[src/rtl/attopu_pkg.sv]
// Shared attopu definitions: opcodes, next-PC selects, fetch states.
package attopu_pkg;

  localparam int AW_DEFAULT = 16;

  localparam logic [2:0] OP_ALU  = 3'b000;
  localparam logic [2:0] OP_LDA  = 3'b010;
  localparam logic [2:0] OP_LDR  = 3'b011;
  localparam logic [2:0] OP_STA  = 3'b100;
  localparam logic [2:0] OP_STR  = 3'b101;
  localparam logic [2:0] OP_BRZ  = 3'b110;
  localparam logic [2:0] OP_BRZR = 3'b111;

  localparam logic [1:0] NPC_SEQ = 2'b00;
  localparam logic [1:0] NPC_REL = 2'b01;
  localparam int         NPC_REG_BIT = 1;

  typedef enum logic [1:0] {
    S_FETCH = 2'b00,
    S_ISSUE = 2'b01,
    S_HALT  = 2'b10
  } fetch_state_t;

endpackage

[src/rtl/fetch_unit_if.sv]
// Fetch-unit bus bundle: instruction-memory side plus decoder/execute side.
// The halted flag exists only when FETCH_HALT_EN is defined.
interface fetch_unit_if import attopu_pkg::*; #(parameter int AW = AW_DEFAULT);
  logic          imem_req;
  logic [AW-1:0] imem_addr;
  logic [15:0]   imem_rdata;
  logic          imem_valid;
  logic [15:0]   instr;
  logic          instr_valid;
  logic [AW-1:0] pc;
  logic          exec_ack;
  logic [1:0]    next_pc_sel;
  logic [15:0]   br_addr;
  logic [15:0]   reg_val;
`ifdef FETCH_HALT_EN
  logic          halted;
`endif

  modport master (
`ifdef FETCH_HALT_EN
    output halted,
`endif
    output imem_req, imem_addr, instr, instr_valid, pc,
    input  imem_rdata, imem_valid, exec_ack, next_pc_sel, br_addr, reg_val
  );

  modport slave (
`ifdef FETCH_HALT_EN
    input  halted,
`endif
    input  imem_req, imem_addr, instr, instr_valid, pc,
    output imem_rdata, imem_valid, exec_ack, next_pc_sel, br_addr, reg_val
  );
endinterface

[src/rtl/fetch_unit_npc_calc.sv]
// Combinational next-PC: sequential, PC-relative or register target, modulo 2^AW.
module npc_calc import attopu_pkg::*; #(
  parameter int AW = AW_DEFAULT
) (
  input  logic [AW-1:0] pc_i,
  input  logic [1:0]    sel_i,
  input  logic [15:0]   br_addr_i,
  input  logic [15:0]   reg_val_i,
  output logic [AW-1:0] npc_o
);

  // Register select is decided on bit 1 alone so an unknown bit 0 cannot leak into the PC.
  always_comb begin
    npc_o = pc_i + AW'(1);
    if (sel_i[NPC_REG_BIT]) begin
      npc_o = reg_val_i[AW-1:0];
    end else if (sel_i == NPC_REL) begin
      npc_o = pc_i + br_addr_i[AW-1:0];
    end
  end

endmodule

[src/rtl/fetch_unit.sv]
// Instruction fetch / PC sequencer: FETCH until memory answers, ISSUE until execute acks.
// FETCH_HALT_EN adds a terminal HALT state entered on a branch-to-self.
module fetch_unit import attopu_pkg::*; #(
  parameter int          AW       = AW_DEFAULT,
  parameter logic [AW-1:0] RESET_PC = '0
) (
  input  logic         clk,
  input  logic         rst,
  fetch_unit_if.master bus
);

  fetch_state_t  state_q;
  logic [AW-1:0] pc_q;
  logic [15:0]   instr_q;
  logic [AW-1:0] npc_d;

  npc_calc #(.AW(AW)) u_npc (
    .pc_i      (pc_q),
    .sel_i     (bus.next_pc_sel),
    .br_addr_i (bus.br_addr),
    .reg_val_i (bus.reg_val),
    .npc_o     (npc_d)
  );

`ifdef FETCH_HALT_EN
  logic self_branch;
  assign self_branch = !bus.next_pc_sel[NPC_REG_BIT] && (bus.next_pc_sel == NPC_REL)
                       && (bus.br_addr == 16'h0000);
`endif

  always_ff @(posedge clk or posedge rst) begin
    if (rst) begin
      state_q <= S_FETCH;
      pc_q    <= RESET_PC;
      instr_q <= 16'h0000;
    end else begin
      case (state_q)
        S_FETCH: begin
          if (bus.imem_valid) begin
            instr_q <= bus.imem_rdata;
            state_q <= S_ISSUE;
          end
        end
        S_ISSUE: begin
          if (bus.exec_ack) begin
`ifdef FETCH_HALT_EN
            if (self_branch) begin
              state_q <= S_HALT;
            end else begin
              pc_q    <= npc_d;
              state_q <= S_FETCH;
            end
`else
            pc_q    <= npc_d;
            state_q <= S_FETCH;
`endif
          end
        end
`ifdef FETCH_HALT_EN
        S_HALT: state_q <= S_HALT;
`endif
        default: state_q <= S_FETCH;
      endcase
    end
  end

  // Request is gated by rst so memory sees nothing while reset is held.
  assign bus.imem_req    = (state_q == S_FETCH) && !rst;
  assign bus.imem_addr   = pc_q;
  assign bus.instr       = instr_q;
  assign bus.instr_valid = (state_q == S_ISSUE);
  assign bus.pc          = pc_q;
`ifdef FETCH_HALT_EN
  assign bus.halted      = (state_q == S_HALT);
`endif

endmodule

[src/flat_wrapper.sv]
// flat-port wrapper written by rule: the top's interface ports become plain ports
module fetch_unit_flat import attopu_pkg::*;
#(
  parameter int          AW       = AW_DEFAULT,
  parameter logic [AW-1:0] RESET_PC = '0
)
  (clk, rst, bus_imem_req, bus_imem_addr, bus_instr, bus_instr_valid, bus_pc, bus_imem_rdata, bus_imem_valid, bus_exec_ack, bus_next_pc_sel, bus_br_addr, bus_reg_val);
  fetch_unit_if #(.AW(AW)) bus_i ();
  input  logic clk;
  input  logic rst;
  output wire logic [$bits(bus_i.imem_req)-1:0] bus_imem_req;
  output wire logic [$bits(bus_i.imem_addr)-1:0] bus_imem_addr;
  output wire logic [$bits(bus_i.instr)-1:0] bus_instr;
  output wire logic [$bits(bus_i.instr_valid)-1:0] bus_instr_valid;
  output wire logic [$bits(bus_i.pc)-1:0] bus_pc;
  input wire logic [$bits(bus_i.imem_rdata)-1:0] bus_imem_rdata;
  input wire logic [$bits(bus_i.imem_valid)-1:0] bus_imem_valid;
  input wire logic [$bits(bus_i.exec_ack)-1:0] bus_exec_ack;
  input wire logic [$bits(bus_i.next_pc_sel)-1:0] bus_next_pc_sel;
  input wire logic [$bits(bus_i.br_addr)-1:0] bus_br_addr;
  input wire logic [$bits(bus_i.reg_val)-1:0] bus_reg_val;
  assign bus_imem_req = bus_i.imem_req;
  assign bus_imem_addr = bus_i.imem_addr;
  assign bus_instr = bus_i.instr;
  assign bus_instr_valid = bus_i.instr_valid;
  assign bus_pc = bus_i.pc;
  assign bus_i.imem_rdata = bus_imem_rdata;
  assign bus_i.imem_valid = bus_imem_valid;
  assign bus_i.exec_ack = bus_exec_ack;
  assign bus_i.next_pc_sel = bus_next_pc_sel;
  assign bus_i.br_addr = bus_br_addr;
  assign bus_i.reg_val = bus_reg_val;
  fetch_unit #(.AW(AW), .RESET_PC(RESET_PC)) u_core (.clk(clk), .rst(rst), .bus(bus_i));
endmodule
[config.mk]
export PLATFORM = sky130hd
export DESIGN_NAME = fetch_unit_flat
export DESIGN_NICKNAME = d
export VERILOG_FILES = /design/src/rtl/attopu_pkg.sv /design/src/rtl/fetch_unit_if.sv /design/src/rtl/fetch_unit_npc_calc.sv /design/src/rtl/fetch_unit.sv /design/src/flat_wrapper.sv
export SDC_FILE = /design/constraint.sdc
export NUM_CORES = 1
export LEC_CHECK = 0
export BUFFER_PORTS_ARGS = -buffer_cell sky130_fd_sc_hd__clkbuf_2
export CORE_MARGIN = 5
export CORE_UTILIZATION = 40
export CTS_CLUSTER_SIZE = 12
export DETAILED_ROUTE_END_ITERATION = 8
export GPL_ROUTABILITY_DRIVEN = 0
export PLACE_DENSITY_LB_ADDON = 0.2
export SLEW_MARGIN = 20
export SYNTH_ARGS = -nofsm -noshare
export SYNTH_HDL_FRONTEND = slang
export SYNTH_SLANG_ARGS = --single-unit
[constraint.sdc]
create_clock -name clk -period 2.4 [get_ports clk]
set_input_delay 0.36 -clock clk [delete_from_list [all_inputs] [get_ports clk]]
set_output_delay 0.36 -clock clk [all_outputs]
set_load 0.1 [all_outputs]
[Word level (Yosys, flattened, before mapping)]
Index checks and enable logic that the tools add are counted.
Cells by class
  $add $sub $neg: 2
  equal/unequal tests: 4
  multiplexer cells: 5
  reduce and logical (&&, ||, !) cells: 6
Operator list (count)
  16-bit two-way mux: 2
  16-bit by 1-bit adder with 16-bit output, second input constant: 1
  16-bit adder: 1
  2-bit AND reduction: 3
  2-bit by 1-bit == test with 1-bit output, second input constant: 2
  2-bit two-way mux: 2
  2-bit case mux with 2 select lines: 1
  2-bit logical NOT: 1
  2-bit by 1-bit inequality test with 1-bit output, second input constant: 1
  2-bit inequality test, second input constant: 1
  1-bit logical AND: 1
  1-bit logical NOT: 1
Word-level totals
  register bits after elaboration: 34
  output and inout bits: 50
  logic and storage cells: 20

[Depth between registers and ports, before layout]
  depth in word-level cells: 3
  mapped depth: 10

[Modules after synthesis]
From an unflattened synthesis, not the netlist that was laid out.
Second synthesis, totals
  cells, all modules: 260
  area, all modules: 2556.2 um^2
By module, submodules not included
  fetch_unit: instances 1, cells an instance 90, area each 1413.9 um^2
  npc_calc: instances 1, cells an instance 170, area each 1142.3 um^2

[Worst setup path before layout]
No wires, ideal clock.
  kind: reg2reg
  start point: register u_core.pc_q[0], in the netlist u_core.bus.imem_addr[0]
  end point: register u_core.pc_q[10], in the netlist u_core.bus.imem_addr[10]
  library setup time: 0.071 ns
  arrival time: 2.551 ns
  data required time: 2.329 ns
  path slack: -0.222 ns
  stages on the path, launching flop included: 8
  path buffers: 0
  cell sequence: dfrtp_1 -> ha_1 -> fa_1 -> a21o_1 -> a22oi_2 -> a21oi_2 -> or4b_1 -> nand3_1
Between the ends
  word-level cells in the longest chain between the ends: 3
Ends and longest elaborated chain
  start: declaration: line fetch_unit.sv:13  | logic [AW-1:0] pc_q;
  start signal: assignment: line fetch_unit.sv:54  | pc_q <= npc_d;
  16-bit by 1-bit adder with 16-bit output / 16-bit adder (equally long branches): line fetch_unit_npc_calc.sv:14, fetch_unit_npc_calc.sv:18
  16-bit two-way mux *: line fetch_unit_npc_calc.sv:17  | end else if (sel_i == NPC_REL) begin
  16-bit two-way mux *: line fetch_unit_npc_calc.sv:15  | if (sel_i[NPC_REG_BIT]) begin
Mark *: on every way between the ends. The rest lies on a longest branch, timed or not.
A chain may end at the register's enable or synchronous reset.

[Worst setup path after layout]
  start point: input bus_next_pc_sel[0]
  end point: register u_core.pc_q[10], in the netlist u_core.bus.imem_addr[10]
Between the ends
  word-level cells in the longest chain between the ends: 3
Ends and longest elaborated chain
  start: declaration: line flat_wrapper.sv:19  | input wire logic [$bits(bus_i.next_pc_sel)-1:0] bus_next_pc_sel;
  2-bit by 1-bit == test with 1-bit output: line fetch_unit_npc_calc.sv:17
  16-bit two-way mux: line fetch_unit_npc_calc.sv:17
  16-bit two-way mux: line fetch_unit_npc_calc.sv:15
Every way passes these cells.

==> results.yml <==
synthesis:
  cells_after_synthesis: 270
  ys_async_rst_share: 1.000
  ys_seq_elements: 33
  syn_area_sq_mm: 0.002416
  synth_enable_flop_cells: 0
  ys_types: 44
  seq_area_frac_synth: 0.3418
  syn-mean-instance-area_sq_um: 8.948
  yosysWarningCount: 0
  synth-main-ff-cell: "sky130_fd_sc_hd__dfrtp_1"
  mappedNetlistNets: 340
layout:
  layout.cells.most_common: "sky130_fd_sc_hd__clkbuf_2"
  final.fill_count: 573
  seqCellArea_sq_um: 827.0
  layout_common_cells: "sky130_fd_sc_hd__clkbuf_2 (103), sky130_fd_sc_hd__dfrtp_1 (32), sky130_fd_sc_hd__buf_4 (28)"
  num-nets-final: 450
  antenna_cells: 0
  final_cell_count_no_fill: 456
  post-route-cell-area_sq_mm: 0.003203
  syn_to_final_growth_pct: 32.57
  drive_above_1_share: 0.4278
  multi_input_area_sq_mm: 0.001400
  layout.core_utilization: 0.5442
clocking:
  cts_buffer_depth: 2
  tritoncts: "done"
  post_cts.repair.setup_buffers: 0
  cts.reportedPaths.clkPinSlew_ps: 80
  numCtsBuffers: 5
  clock_latency_ps: 290
  clock_sinks: 33
  root_buffer: "sky130_fd_sc_hd__clkbuf_8"
  cts_hold_buf: 0
  post_cts.resized_instances: 0
  clock_tree.htree_level_count: 2
power_and_ir_drop:
  power_density_relative_to_cell_area_mw_per_mm2: 1464
  power.share.combinational: 0.674
  leak_pwr_uw: 0.001661
  share_clk_of_total_power: 0.139
  share_seq_of_total_power: 0.187
  power_switching_uw: 2926
  power.ir.vdd_worst_mv: 0.7548
  sw_frac_of_total: 0.6239
  intPower_uw: 1764
  total_power_uw: 4690
placed_design:
  placedInstanceArea_sq_mm: 0.003065
  placed_cells: 448
  numPortBuffers: 103
  detailedPlacementHpwl_um: 5185
setup_path:
  critical_path_source_type: "input port"
  crit_family: "simple AND/OR/NAND/NOR gates"
  slowest_stage: "sky130_fd_sc_hd__or4b_1"
  crit_fanout: 3
  crit_arrival_ps: 2410
  cp_cell_sequence: "clkbuf_2 > nor2b_1 > nand2b_1 > ha_1 > fa_1 > a21o_1 > a22oi_2 > a21oi_2 > or4b_1 > nand3_1"
  worst_path_largest_cell_delay_ps: 470
  timing.critical_path.buf_inv: 1
  required_time_at_the_worst_slack_endpoint_ps: 2630
  type_of_the_worst_setup_path: "input port to flip-flop"
  timing.critical_path.to_type: "flip-flop"
timing:
  worst_clock_skew_ps: 7.809
  setup_viol: 0
  min_period_over_period: 0.9110
  timing.setup.tns_ps: 0
  max_freq_mhz: 457.4
  final_hold_violating_endpoints: 0
  timing_worst_slew_pin_value_ps: 549.2
  unrepaired_setup_endpoints_after_global_routing: "false"
  post-route-min-period_ps: 2186
  maxSlewViolCount: 0
  slew_headroom: 0.6354
drt:
  routed_via_density: 5.116
  via_count: 2333
  post_drt_wl_per_cell_um: 14.29
  wirelength_um: 6518
  drtIter0Drc: 97
  ant_nets: 0
  detail_route.first_pass.iterations: 4
  remaining_drc_errors: 0
global_route:
  grt_pass1_vias: 2421
  grt_pass1_wl_um: 10790
  initial_antenna_violation_count: 0
  groute.usage.overall: 0.1768
  pin_count_of_the_biggest_net_entering_global_routing: 34
  grt_overflow_total: 0
outcome:
  result_of_the_run: "finished clean"
hold_path:
  hold_class: "input port to asynchronous set/reset pin"
die:
  floorplan.initialDensity: 0.4105
  core_region_sq_mm: 0.005886
  design.die.area_sq_mm: 0.007695
  boundaryPins: 104
  floorplan.die.height_um: 87.72
  core.rowCount: 28
  chipWidth_um: 87.72
flow_run:
  max-cap-violations: 0
kinds of logic after synthesis:
family / synth area share
flops: 0.3418
compound gates: 0.1600
xor+xnor: 0.02538
mux: 0.1036
simple gates: 0.2035
fa+ha+maj: 0.08597
buf+inv: 0.07975
cell type report:
cell class | count | area share
Clock buffer | 5 | 0.02148
Clock inverter | 3 | 0.02148
Inverter | 5 | 0.005859
Multi-Input combinational cell | 204 | 0.4371
Sequential cell | 33 | 0.2582
Tap cell | 75 | 0.02930
Timing Repair Buffer | 131 | 0.2266
synth_stat cells (2+ instances only):
cell / count / area share
sky130_fd_sc_hd__ha_1: 15 / 0.078
sky130_fd_sc_hd__a21oi_1: 24 / 0.050
sky130_fd_sc_hd__buf_4: 16 / 0.050
sky130_fd_sc_hd__clkbuf_1: 10 / 0.016
sky130_fd_sc_hd__nand2_1: 24 / 0.037
sky130_fd_sc_hd__a21oi_2: 2 / 0.0073
sky130_fd_sc_hd__dfrtp_1: 33 / 0.34
sky130_fd_sc_hd__nand4_1: 4 / 0.010
sky130_fd_sc_hd__xnor2_1: 3 / 0.011
sky130_fd_sc_hd__nor2_1: 15 / 0.023
sky130_fd_sc_hd__nand2b_1: 2 / 0.0052
sky130_fd_sc_hd__a21o_1: 2 / 0.0062
sky130_fd_sc_hd__xor2_1: 4 / 0.014
sky130_fd_sc_hd__nor3_1: 4 / 0.0083
sky130_fd_sc_hd__mux2i_1: 7 / 0.029
sky130_fd_sc_hd__nor2b_1: 3 / 0.0078
sky130_fd_sc_hd__inv_1: 5 / 0.0078
sky130_fd_sc_hd__nand3_1: 12 / 0.025
sky130_fd_sc_hd__o21bai_1: 2 / 0.0062
sky130_fd_sc_hd__a31oi_1: 3 / 0.0078
sky130_fd_sc_hd__and2_1: 15 / 0.039
sky130_fd_sc_hd__and3_1: 12 / 0.031
sky130_fd_sc_hd__o21a_1: 4 / 0.012
sky130_fd_sc_hd__o21ai_0: 14 / 0.029
sky130_fd_sc_hd__mux2_2: 16 / 0.075
power by group through the flow:
stage / registers (uW) / clock network, uW / logic (uW)
6_report: 877 / 651 / 3160
5_1_grt: 907 / 691 / 3310
4_1_cts: 880 / 666 / 3180
3_5_place_dp: 890 / 0 / 3170
3_3_place_gp: 882 / 0 / 3150
2_1_floorplan: 2100 / 0 / 1500
state kept, by name, summed over array words and instances, names as in the netlist:
signal                cells
u_core.bus.imem_addr     16
u_core.bus.instr         16
u_core.state_q            1
metrics by stage:
| step | hold WS (ps) | setup WS (ps) |
|---|---|---|
| 2_1_floorplan | 485.0 | -129.2 |
| 3_3_place_gp | 488.2 | -74.08 |
| 3_5_place_dp | 487.3 | -97.15 |
| 4_1_cts | 161.5 | 205.6 |
| 5_1_grt | 199.5 | 127.6 |
| 6_report | 153.7 | 213.6 |
per-layer routing:
| layer | up-vias | share of wire | global-route usage |
|---|---|---|---|
| met3 | 5 | 0.082 | 0.05644 |
| met4 | 0 | 0.010 | 0.05160 |
| li1 | 1170 | - | - |
| met2 | 83 | 0.48 | 0.3007 |
| met5 | - | 0 | 0 |
| met1 | 1075 | 0.43 | 0.2138 |
final timing paths:
check	cells after the start	end	slack (ps)	startpoint
worst max register to register	7	u_core.bus.imem_addr[10]$_DFFE_PP0P_	260	u_core.bus.imem_addr[0]$_DFFE_PP0P_
min in group clk	3	u_core.state_q[0]$_DFFE_PP0P_	290	bus_imem_valid
worst max-delay path	10	u_core.bus.imem_addr[10]$_DFFE_PP0P_	210	bus_next_pc_sel[0]
max in group asynchronous	3	u_core.bus.imem_addr[0]$_DFFE_PP0P_	1920	rst
worst min register to register	1	u_core.bus.instr[9]$_DFFE_PP0P_	510	u_core.bus.instr[9]$_DFFE_PP0P_
worst min-delay path	3	u_core.bus.instr[0]$_DFFE_PP0P_	150	rst
worst register-to-register path, delay by kind of cell (launching register included):
| family | cells | cell delay [ps] |
|---|---|---|
| AOI/OAI and AO/OA | 3 | 460 |
| and+or+nand+nor | 2 | 560 |
| DFF | 1 | 430 |
| adders and majority gates | 2 | 620 |
(Power assumes the default switching activity.)
